**src/rtl/gpu_pkg.sv**
```systemverilog
// ============================================================================
// Module      : gpu_pkg
// Description : Shared scheduler/fetcher state encodings and program memory
//               widths for the GPU core.
// Revision    : 1.0 - initial release
// ============================================================================
`default_nettype none

package gpu_pkg;

    localparam int c_PROGRAM_MEM_ADDR_BITS = 8;
    localparam int c_PROGRAM_MEM_DATA_BITS = 16;

    localparam logic [2:0] c_CORE_IDLE    = 3'b000;
    localparam logic [2:0] c_CORE_FETCH   = 3'b001;
    localparam logic [2:0] c_CORE_DECODE  = 3'b010;
    localparam logic [2:0] c_CORE_REQUEST = 3'b011;
    localparam logic [2:0] c_CORE_WAIT    = 3'b100;
    localparam logic [2:0] c_CORE_EXECUTE = 3'b101;
    localparam logic [2:0] c_CORE_UPDATE  = 3'b110;

    typedef enum logic [2:0] {
        FETCHER_IDLE = 3'b000,
        FETCHING     = 3'b001,
        FETCHED      = 3'b010
    } fetcher_state_t;

endpackage

`default_nettype wire

```
**src/rtl/warp_fetcher_if.sv**
```systemverilog
// ============================================================================
// Module      : warp_fetcher_if
// Description : Valid/ready read channel between the fetcher and the program
//               memory controller.
// Revision    : 1.0 - initial release
// ============================================================================
`default_nettype none

interface warp_fetcher_if #(
    parameter int ADDR_BITS = 8,
    parameter int DATA_BITS = 16
) ();

    logic                 mem_read_valid;
    logic [ADDR_BITS-1:0] mem_read_address;
    logic                 mem_read_ready;
    logic [DATA_BITS-1:0] mem_read_data;

    modport master (
        output mem_read_valid,
        output mem_read_address,
        input  mem_read_ready,
        input  mem_read_data
    );

    modport slave (
        input  mem_read_valid,
        input  mem_read_address,
        output mem_read_ready,
        output mem_read_data
    );

endinterface

`default_nettype wire

```
**src/rtl/warp_fetcher_icache_dm.sv**
```systemverilog
// ============================================================================
// Module      : icache_dm
// Description : Direct-mapped instruction cache with combinational lookup,
//               single write port and whole-cache flush.
// Revision    : 1.0 - initial release
// ============================================================================
`default_nettype none

module icache_dm #(
    parameter int ADDR_BITS = 8,
    parameter int DATA_BITS = 16,
    parameter int LINES     = 8
) (
    input  wire                  clk,
    input  wire                  reset,
    input  wire                  flush,
    input  wire [ADDR_BITS-1:0]  lookup_addr,
    output logic                 hit,
    output logic [DATA_BITS-1:0] rd_data,
    input  wire                  wr_en,
    input  wire [ADDR_BITS-1:0]  wr_addr,
    input  wire [DATA_BITS-1:0]  wr_data
);

    localparam int c_INDEX_BITS = $clog2(LINES);
    localparam int c_TAG_BITS   = ADDR_BITS - c_INDEX_BITS;

    logic [LINES-1:0]      r_valid;
    logic [c_TAG_BITS-1:0] r_tag  [LINES];
    logic [DATA_BITS-1:0]  r_data [LINES];

    logic [c_INDEX_BITS-1:0] w_lu_idx;
    logic [c_TAG_BITS-1:0]   w_lu_tag;
    logic [c_INDEX_BITS-1:0] w_wr_idx;
    logic [c_TAG_BITS-1:0]   w_wr_tag;

    assign w_lu_idx = lookup_addr[c_INDEX_BITS-1:0];
    assign w_lu_tag = lookup_addr[ADDR_BITS-1:c_INDEX_BITS];
    assign w_wr_idx = wr_addr[c_INDEX_BITS-1:0];
    assign w_wr_tag = wr_addr[ADDR_BITS-1:c_INDEX_BITS];

    // Flush wins over a same-cycle write and masks the same-cycle lookup.
    always_ff @(posedge clk or negedge reset) begin
        if (!reset) begin
            r_valid <= '0;
        end else if (flush) begin
            r_valid <= '0;
        end else if (wr_en) begin
            r_valid[w_wr_idx] <= 1'b1;
        end
    end

    always_ff @(posedge clk) begin
        if (wr_en && !flush) begin
            r_tag[w_wr_idx]  <= w_wr_tag;
            r_data[w_wr_idx] <= wr_data;
        end
    end

    assign hit     = r_valid[w_lu_idx] && (r_tag[w_lu_idx] == w_lu_tag) && !flush;
    assign rd_data = r_data[w_lu_idx];

endmodule

`default_nettype wire

```
**src/rtl/warp_fetcher.sv**
```systemverilog
// ============================================================================
// Module      : warp_fetcher
// Description : Instruction fetch stage with a direct-mapped instruction cache
//               in front of the program memory read channel.
// Revision    : 1.0 - initial release
// ============================================================================
`default_nettype none

module warp_fetcher
    import gpu_pkg::*;
#(
    parameter int PROGRAM_MEM_ADDR_BITS = c_PROGRAM_MEM_ADDR_BITS,
    parameter int PROGRAM_MEM_DATA_BITS = c_PROGRAM_MEM_DATA_BITS,
    parameter int CACHE_LINES           = 8
) (
    input  wire                              clk,
    input  wire                              reset,
    input  wire  [2:0]                       core_state,
    input  wire  [PROGRAM_MEM_ADDR_BITS-1:0] warp_pc,
    input  wire                              warp_skip,
    input  wire                              flush,
    warp_fetcher_if.master                   mem,
    output logic [2:0]                       fetcher_state,
    output logic [PROGRAM_MEM_DATA_BITS-1:0] instruction,
    output logic [15:0]                      hit_count,
    output logic [15:0]                      miss_count
);

    fetcher_state_t                   r_state, w_state_next;
    logic                             r_valid, w_valid_next;
    logic [PROGRAM_MEM_ADDR_BITS-1:0] r_addr, w_addr_next;
    logic [PROGRAM_MEM_ADDR_BITS-1:0] r_pc, w_pc_next;
    logic [PROGRAM_MEM_DATA_BITS-1:0] r_instr, w_instr_next;
    logic [15:0]                      r_hits, r_misses;
    logic                             w_hit_inc, w_miss_inc, w_fill;
    logic                             w_hit;
    logic [PROGRAM_MEM_DATA_BITS-1:0] w_hit_data;

    icache_dm #(
        .ADDR_BITS (PROGRAM_MEM_ADDR_BITS),
        .DATA_BITS (PROGRAM_MEM_DATA_BITS),
        .LINES     (CACHE_LINES)
    ) u_icache (
        .clk         (clk),
        .reset       (reset),
        .flush       (flush),
        .lookup_addr (warp_pc),
        .hit         (w_hit),
        .rd_data     (w_hit_data),
        .wr_en       (w_fill),
        .wr_addr     (r_pc),
        .wr_data     (mem.mem_read_data)
    );

    always_ff @(posedge clk or negedge reset) begin
        if (!reset) begin
            r_state  <= FETCHER_IDLE;
            r_valid  <= 1'b0;
            r_addr   <= '0;
            r_pc     <= '0;
            r_instr  <= '0;
            r_hits   <= '0;
            r_misses <= '0;
        end else begin
            r_state <= w_state_next;
            r_valid <= w_valid_next;
            r_addr  <= w_addr_next;
            r_pc    <= w_pc_next;
            r_instr <= w_instr_next;
            if (w_hit_inc && r_hits != 16'hFFFF) begin
                r_hits <= r_hits + 16'd1;
            end
            if (w_miss_inc && r_misses != 16'hFFFF) begin
                r_misses <= r_misses + 16'd1;
            end
        end
    end

    always_comb begin
        w_state_next = r_state;
        w_valid_next = r_valid;
        w_addr_next  = r_addr;
        w_pc_next    = r_pc;
        w_instr_next = r_instr;
        w_hit_inc    = 1'b0;
        w_miss_inc   = 1'b0;
        w_fill       = 1'b0;
        case (r_state)
            FETCHER_IDLE: begin
                if (core_state == c_CORE_FETCH && !warp_skip) begin
                    w_pc_next = warp_pc;
                    if (w_hit) begin
                        w_instr_next = w_hit_data;
                        w_state_next = FETCHED;
                        w_hit_inc    = 1'b1;
                    end else begin
                        w_valid_next = 1'b1;
                        w_addr_next  = warp_pc;
                        w_state_next = FETCHING;
                        w_miss_inc   = 1'b1;
                    end
                end
            end
            FETCHING: begin
                if (mem.mem_read_ready) begin
                    w_instr_next = mem.mem_read_data;
                    w_valid_next = 1'b0;
                    w_state_next = FETCHED;
                    w_fill       = !flush;
                end
            end
            FETCHED: begin
                // A PC change while still in FETCH means the scheduler moved on.
                if (core_state == c_CORE_DECODE) begin
                    w_state_next = FETCHER_IDLE;
                end else if (core_state == c_CORE_FETCH && warp_pc != r_pc) begin
                    w_state_next = FETCHER_IDLE;
                end
            end
            default: begin
                w_state_next = FETCHER_IDLE;
            end
        endcase
    end

    assign fetcher_state        = r_state;
    assign instruction          = r_instr;
    assign hit_count            = r_hits;
    assign miss_count           = r_misses;
    assign mem.mem_read_valid   = r_valid;
    assign mem.mem_read_address = r_addr;

endmodule

`default_nettype wire
```
**src/flat_wrapper.sv**
```systemverilog
// flat-port wrapper written by rule: the top's interface ports become plain ports
module warp_fetcher_flat import gpu_pkg::*;
#(
    parameter int PROGRAM_MEM_ADDR_BITS = c_PROGRAM_MEM_ADDR_BITS,
    parameter int PROGRAM_MEM_DATA_BITS = c_PROGRAM_MEM_DATA_BITS,
    parameter int CACHE_LINES           = 8
)
  (clk, reset, core_state, warp_pc, warp_skip, flush, fetcher_state, instruction, hit_count, miss_count, mem_mem_read_valid, mem_mem_read_address, mem_mem_read_ready, mem_mem_read_data);
  warp_fetcher_if mem_i ();
  input  wire clk;
  input  wire reset;
  input  wire  [2:0] core_state;
  input  wire  [PROGRAM_MEM_ADDR_BITS-1:0] warp_pc;
  input  wire warp_skip;
  input  wire flush;
  output logic [2:0] fetcher_state;
  output logic [PROGRAM_MEM_DATA_BITS-1:0] instruction;
  output logic [15:0] hit_count;
  output logic [15:0] miss_count;
  output wire logic [$bits(mem_i.mem_read_valid)-1:0] mem_mem_read_valid;
  output wire logic [$bits(mem_i.mem_read_address)-1:0] mem_mem_read_address;
  input wire logic [$bits(mem_i.mem_read_ready)-1:0] mem_mem_read_ready;
  input wire logic [$bits(mem_i.mem_read_data)-1:0] mem_mem_read_data;
  assign mem_mem_read_valid = mem_i.mem_read_valid;
  assign mem_mem_read_address = mem_i.mem_read_address;
  assign mem_i.mem_read_ready = mem_mem_read_ready;
  assign mem_i.mem_read_data = mem_mem_read_data;
  warp_fetcher #(.PROGRAM_MEM_ADDR_BITS(PROGRAM_MEM_ADDR_BITS), .PROGRAM_MEM_DATA_BITS(PROGRAM_MEM_DATA_BITS), .CACHE_LINES(CACHE_LINES)) u_core (.clk(clk), .reset(reset), .core_state(core_state), .warp_pc(warp_pc), .warp_skip(warp_skip), .flush(flush), .mem(mem_i), .fetcher_state(fetcher_state), .instruction(instruction), .hit_count(hit_count), .miss_count(miss_count));
endmodule
```
**config.mk**
```make
export PLATFORM = sky130hd
export DESIGN_NAME = warp_fetcher_flat
export DESIGN_NICKNAME = d
export VERILOG_FILES = /design/src/rtl/gpu_pkg.sv /design/src/rtl/warp_fetcher_if.sv /design/src/rtl/warp_fetcher_icache_dm.sv /design/src/rtl/warp_fetcher.sv /design/src/flat_wrapper.sv
export SDC_FILE = /design/constraint.sdc
export NUM_CORES = 1
export LEC_CHECK = 0
export CAP_MARGIN = 20
export CORE_AREA = 2 2 137 272
export CTS_BUF_LIST = sky130_fd_sc_hd__clkbuf_8 sky130_fd_sc_hd__clkbuf_16
export DETAILED_ROUTE_END_ITERATION = 8
export DIE_AREA = 0 0 139 274
export GPL_TIMING_DRIVEN = 1
export PLACE_DENSITY_LB_ADDON = 0.25
export SYNTH_ARGS = -nofsm -noshare
export SYNTH_HDL_FRONTEND = slang
export SYNTH_SLANG_ARGS = --single-unit
```
**constraint.sdc**
```tcl
create_clock -name clk -period 6.56 [get_ports clk]
set_input_delay 0.984 -clock clk [delete_from_list [all_inputs] [get_ports clk]]
set_output_delay 0.984 -clock clk [all_outputs]
set_load 0.005 [all_outputs]
```
==> key figures <==
Run status
  – Status: complete, no violations

Pwr
  – Internal power: about 0.0027 W
  – Pwr/cell area: between 200 and 300 mW/mm^2
  – Final Power: about 0.0034 W
  – Net Sw Power: roughly 0.00076 W
  – Leakage: about 4.4 nW
  – Sequential share of power: 52.3%
  – Clock Power Share: between 30% and 40%
  – VDD IR max: around 0.2 mV
  – Comb pwr share: 9.9%
  – Sw Share: between 20 and 25%

Die
  – # rows: 99
  – Ports: 92
  – Initial Util: between 20% and 30%
  – Core box area: 0.0362 sq mm
  – Die ar.: ~0.038 sq mm
  – Die Ht: between 200 and 300 microns
  – Die span in x: between 100 and 150 microns

Clocking
  – Root Buffer: clkbuf_16
  – Post-CTS Resized: 0
  – CTS tree: built
  – Clk sink count: roughly 240
  – # hold bufs at CTS: 0
  – H-tree levels: 1
  – Clock-pin slew on the worst setup and hold paths: approximately 0.060 ns
  – Worst-Skew Late Latency: between 0.5 and 0.6 ns
  – Post-CTS Setup Bufs: 0
  – Clk buf depth: 3
  – CTS Buf Count: 25

Global routing
  – Global-route wire length before repair: around 34000 microns
  – GRT overflow: 0
  – Initial antenna violation count: 0
  – Gr usage total: about 11%
  – Largest net degree at the start of global routing: 76
  – Vias in the first global route: about 5600

Drt
  – DR iter-0 viols: 268
  – Vias: around 5400
  – WL/cell: 18.3 microns
  – # DRC: 0
  – First-pass detailed-route iteration total: 6
  – Vias per inst: around 4.6
  – WL final: 21400 microns
  – ANT nets after route: 0

Placement
  – Post-DP HPWL: 12900 microns
  – IO Port Bufs: 90
  – DP Cell Count: 1125
  – Worst slack, placed: approximately 2 ns
  – RD Place Congestion: approximately 0.7

Finish
  – Final net count: approximately 730
  – Fraction of layout cells with a size suffix above 1: a little under a fifth
  – Most frequent cells in the layout: 168 x edfxtp_1, 86 x clkdlybuf4s50_1, 75 x dfrtp_1
  – Storage cell area: around 0.0069 sq mm
  – Final std cells w/o fill: roughly 1200
  – Area delta synth->final: 22.1%
  – Commonest non-fill, non-tap cell in the layout: edfxtp_1
  – Area of the multi-input gates: around 0.0029 sq mm
  – N_diodes: 0
  – # fillers: roughly 3500

Timing
  – Setup TNS: 0 ns
  – Skew final: just under 0.008 ns
  – Fin Hold WS: roughly 0.31 ns
  – Fmax: ~250 MHz
  – Final hold violation count: 0
  – RSZ-0062 raised after global routing: no
  – Worst-Margin Slew: 1.04 ns
  – Tcrit/Tclk final: between 60 and 70%
  – Minimum clock period: 3.94 ns
  – Setup violations, final: 0
  – Max-slew violations: 0
  – Setup ws final: approximately 2.6 ns
  – Worst slew margin: between 20% and 30%

Setup path
  – CP startpoint kind: input port
  – Crit path max fanout: between 40 and 50
  – Worst Path Arrival: 4.34 ns
  – Critical Path RT: approximately 7 ns
  – Setup CP Type: in -> reg
  – CP Capture Type: flop

Yosys
  – Asr flop ratio synth: between 30% and 40%
  – Cell Area, Synth: 0.00994 sq mm
  – Mapped Cells: roughly 600
  – Post-synth EDFFs: approximately 170
  – Mean Syn Cell Area: between 15 and 20 sq um
  – Mapped Nets: 633
  – Synth Flop Type: edfxtp_1
  – Sequential cell area fraction in the yosys report: 69.6%
  – Cell variety after synth: 39
  – Synth Warn #: 0
  – FF+latch count, synth: roughly 240

Worst hold path
  – Worst min path class: in -> async

Job
  – Max_cap viols: 0
[power groups by stage]
stage	Sequential [W]	Clock, W	Combinational [W]
final	0.00180	0.00130	0.000340
after floorplan	0.00182	0	0.000153
after global routing	0.00181	0.00140	0.000374
after detailed placement	0.00183	0	0.000347
after global placement	0.00183	0	0.000340
after CTS	0.00180	0.00134	0.000348
[area by class of cell]
type	instances	area share, %
Inverter	4	0.124
Multi-Input combinational cell	326	24.0
Tap cell	454	4.68
Sequential cell	243	57.0
Clock buffer	27	5.38
Clock inverter	17	0.784
Timing Repair Buffer	99	8.02
[per-stage QoR]
stage | instance area (sq um) | utilization (%)
final | 12100 | 33.5
after global routing | 12100 | 33.5
after CTS | 12100 | 33.5
after detailed placement | 11400 | 31.4
after global placement | 11400 | 31.4
after floorplan | 9940 | -
[path summary, 6_finish.rpt]
path / from / to / slack, ns / cells past startpoint
max in group asynchronous: reset / u_core.instruction[8]$_DFFE_PN0P_ / 5.66 / 2
hold / removal: reset / u_core.mem.mem_read_address[6]$_DFFE_PN0P_ / 0.31 / 1
setup / recovery: warp_pc[0] / u_core.miss_count[1]$_DFFE_PN0P_ / 2.62 / 9
min in group clk: u_core.hit_count[14]$_DFFE_PN0P_ / u_core.hit_count[14]$_DFFE_PN0P_ / 0.49 / 1
setup reg to reg: u_core.fetcher_state[0]$_DFFE_PN0P_ / u_core.u_icache.r_data[1][11]$_DFFE_PP_ / 3.45 / 7
hold reg to reg: u_core.hit_count[14]$_DFFE_PN0P_ / u_core.hit_count[14]$_DFFE_PN0P_ / 0.49 / 1
[routing by layer]
metal	GRT usage, %	share of wire, %	vias up
met4	2.60	1.8	0
met1	14.6	44	2717
met3	1.73	4.0	30
li1	-	-	2471
met2	19.8	50	132
met5	0	0	-
[state kept, by name, indices dropped and copies added, names as in the netlist]
signal,count
u_core.fetcher_state,2
u_core.hit_count,16
u_core.instruction,16
u_core.mem.mem_read_address,8
u_core.mem.mem_read_valid,1
u_core.miss_count,16
u_core.r_pc,8
u_core.u_icache.r_data,128
u_core.u_icache.r_tag,40
u_core.u_icache.r_valid,8
[worst max-delay path, cell delays in order]
cell and delay, ns:
buf_4 0.66, mux2i_1 0.17, mux4_2 0.50, xnor2_1 0.13, or3_1 0.39, o21ai_2 0.81, buf_4 0.29, nor2_1 0.08
mux2_2 0.27
[cell usage after synthesis (2+ instances only)]
cell type,number,area [sq um]
dfrtp_1,75,1880
clkbuf_1,10,37.5
nor3b_1,2,15.0
and3_1,8,50.1
nor4_2,5,62.6
nand2_1,62,233
nor2b_1,3,18.8
ha_1,2,25.0
mux2i_1,37,370
edfxtp_1,168,5040
or3_1,2,12.5
nor2_1,33,124
buf_2,6,30.0
nand4_1,9,56.3
o21ai_0,21,105
buf_4,2,15.0
nor4_1,3,18.8
a21oi_1,2,10.0
buf_1,3,11.3
mux4_2,39,878
xnor2_1,24,210
nand2b_1,6,37.5
xor2_1,15,131
mux2_2,28,315
inv_1,4,15.0
buf_6,4,45.0
nor3_1,6,30.0
nand3_1,9,45.0
[cells by family (layout without fill, tap and decap cells)]
kind of cell,Yosys count,count (layout),synth area share [%]
flip-flops,243,243,69.6
AND/OR/NAND/NOR,153,153,7.59
multiplexers,105,105,15.8
XOR/XNOR,39,39,3.44
buffers and inverters,30,147,1.70
AO/OA/AOI/OAI,26,26,1.50
adder cells (fa/ha/maj),2,2,0.252
other,1,1,0.0377
(Power assumes the default switching activity.)
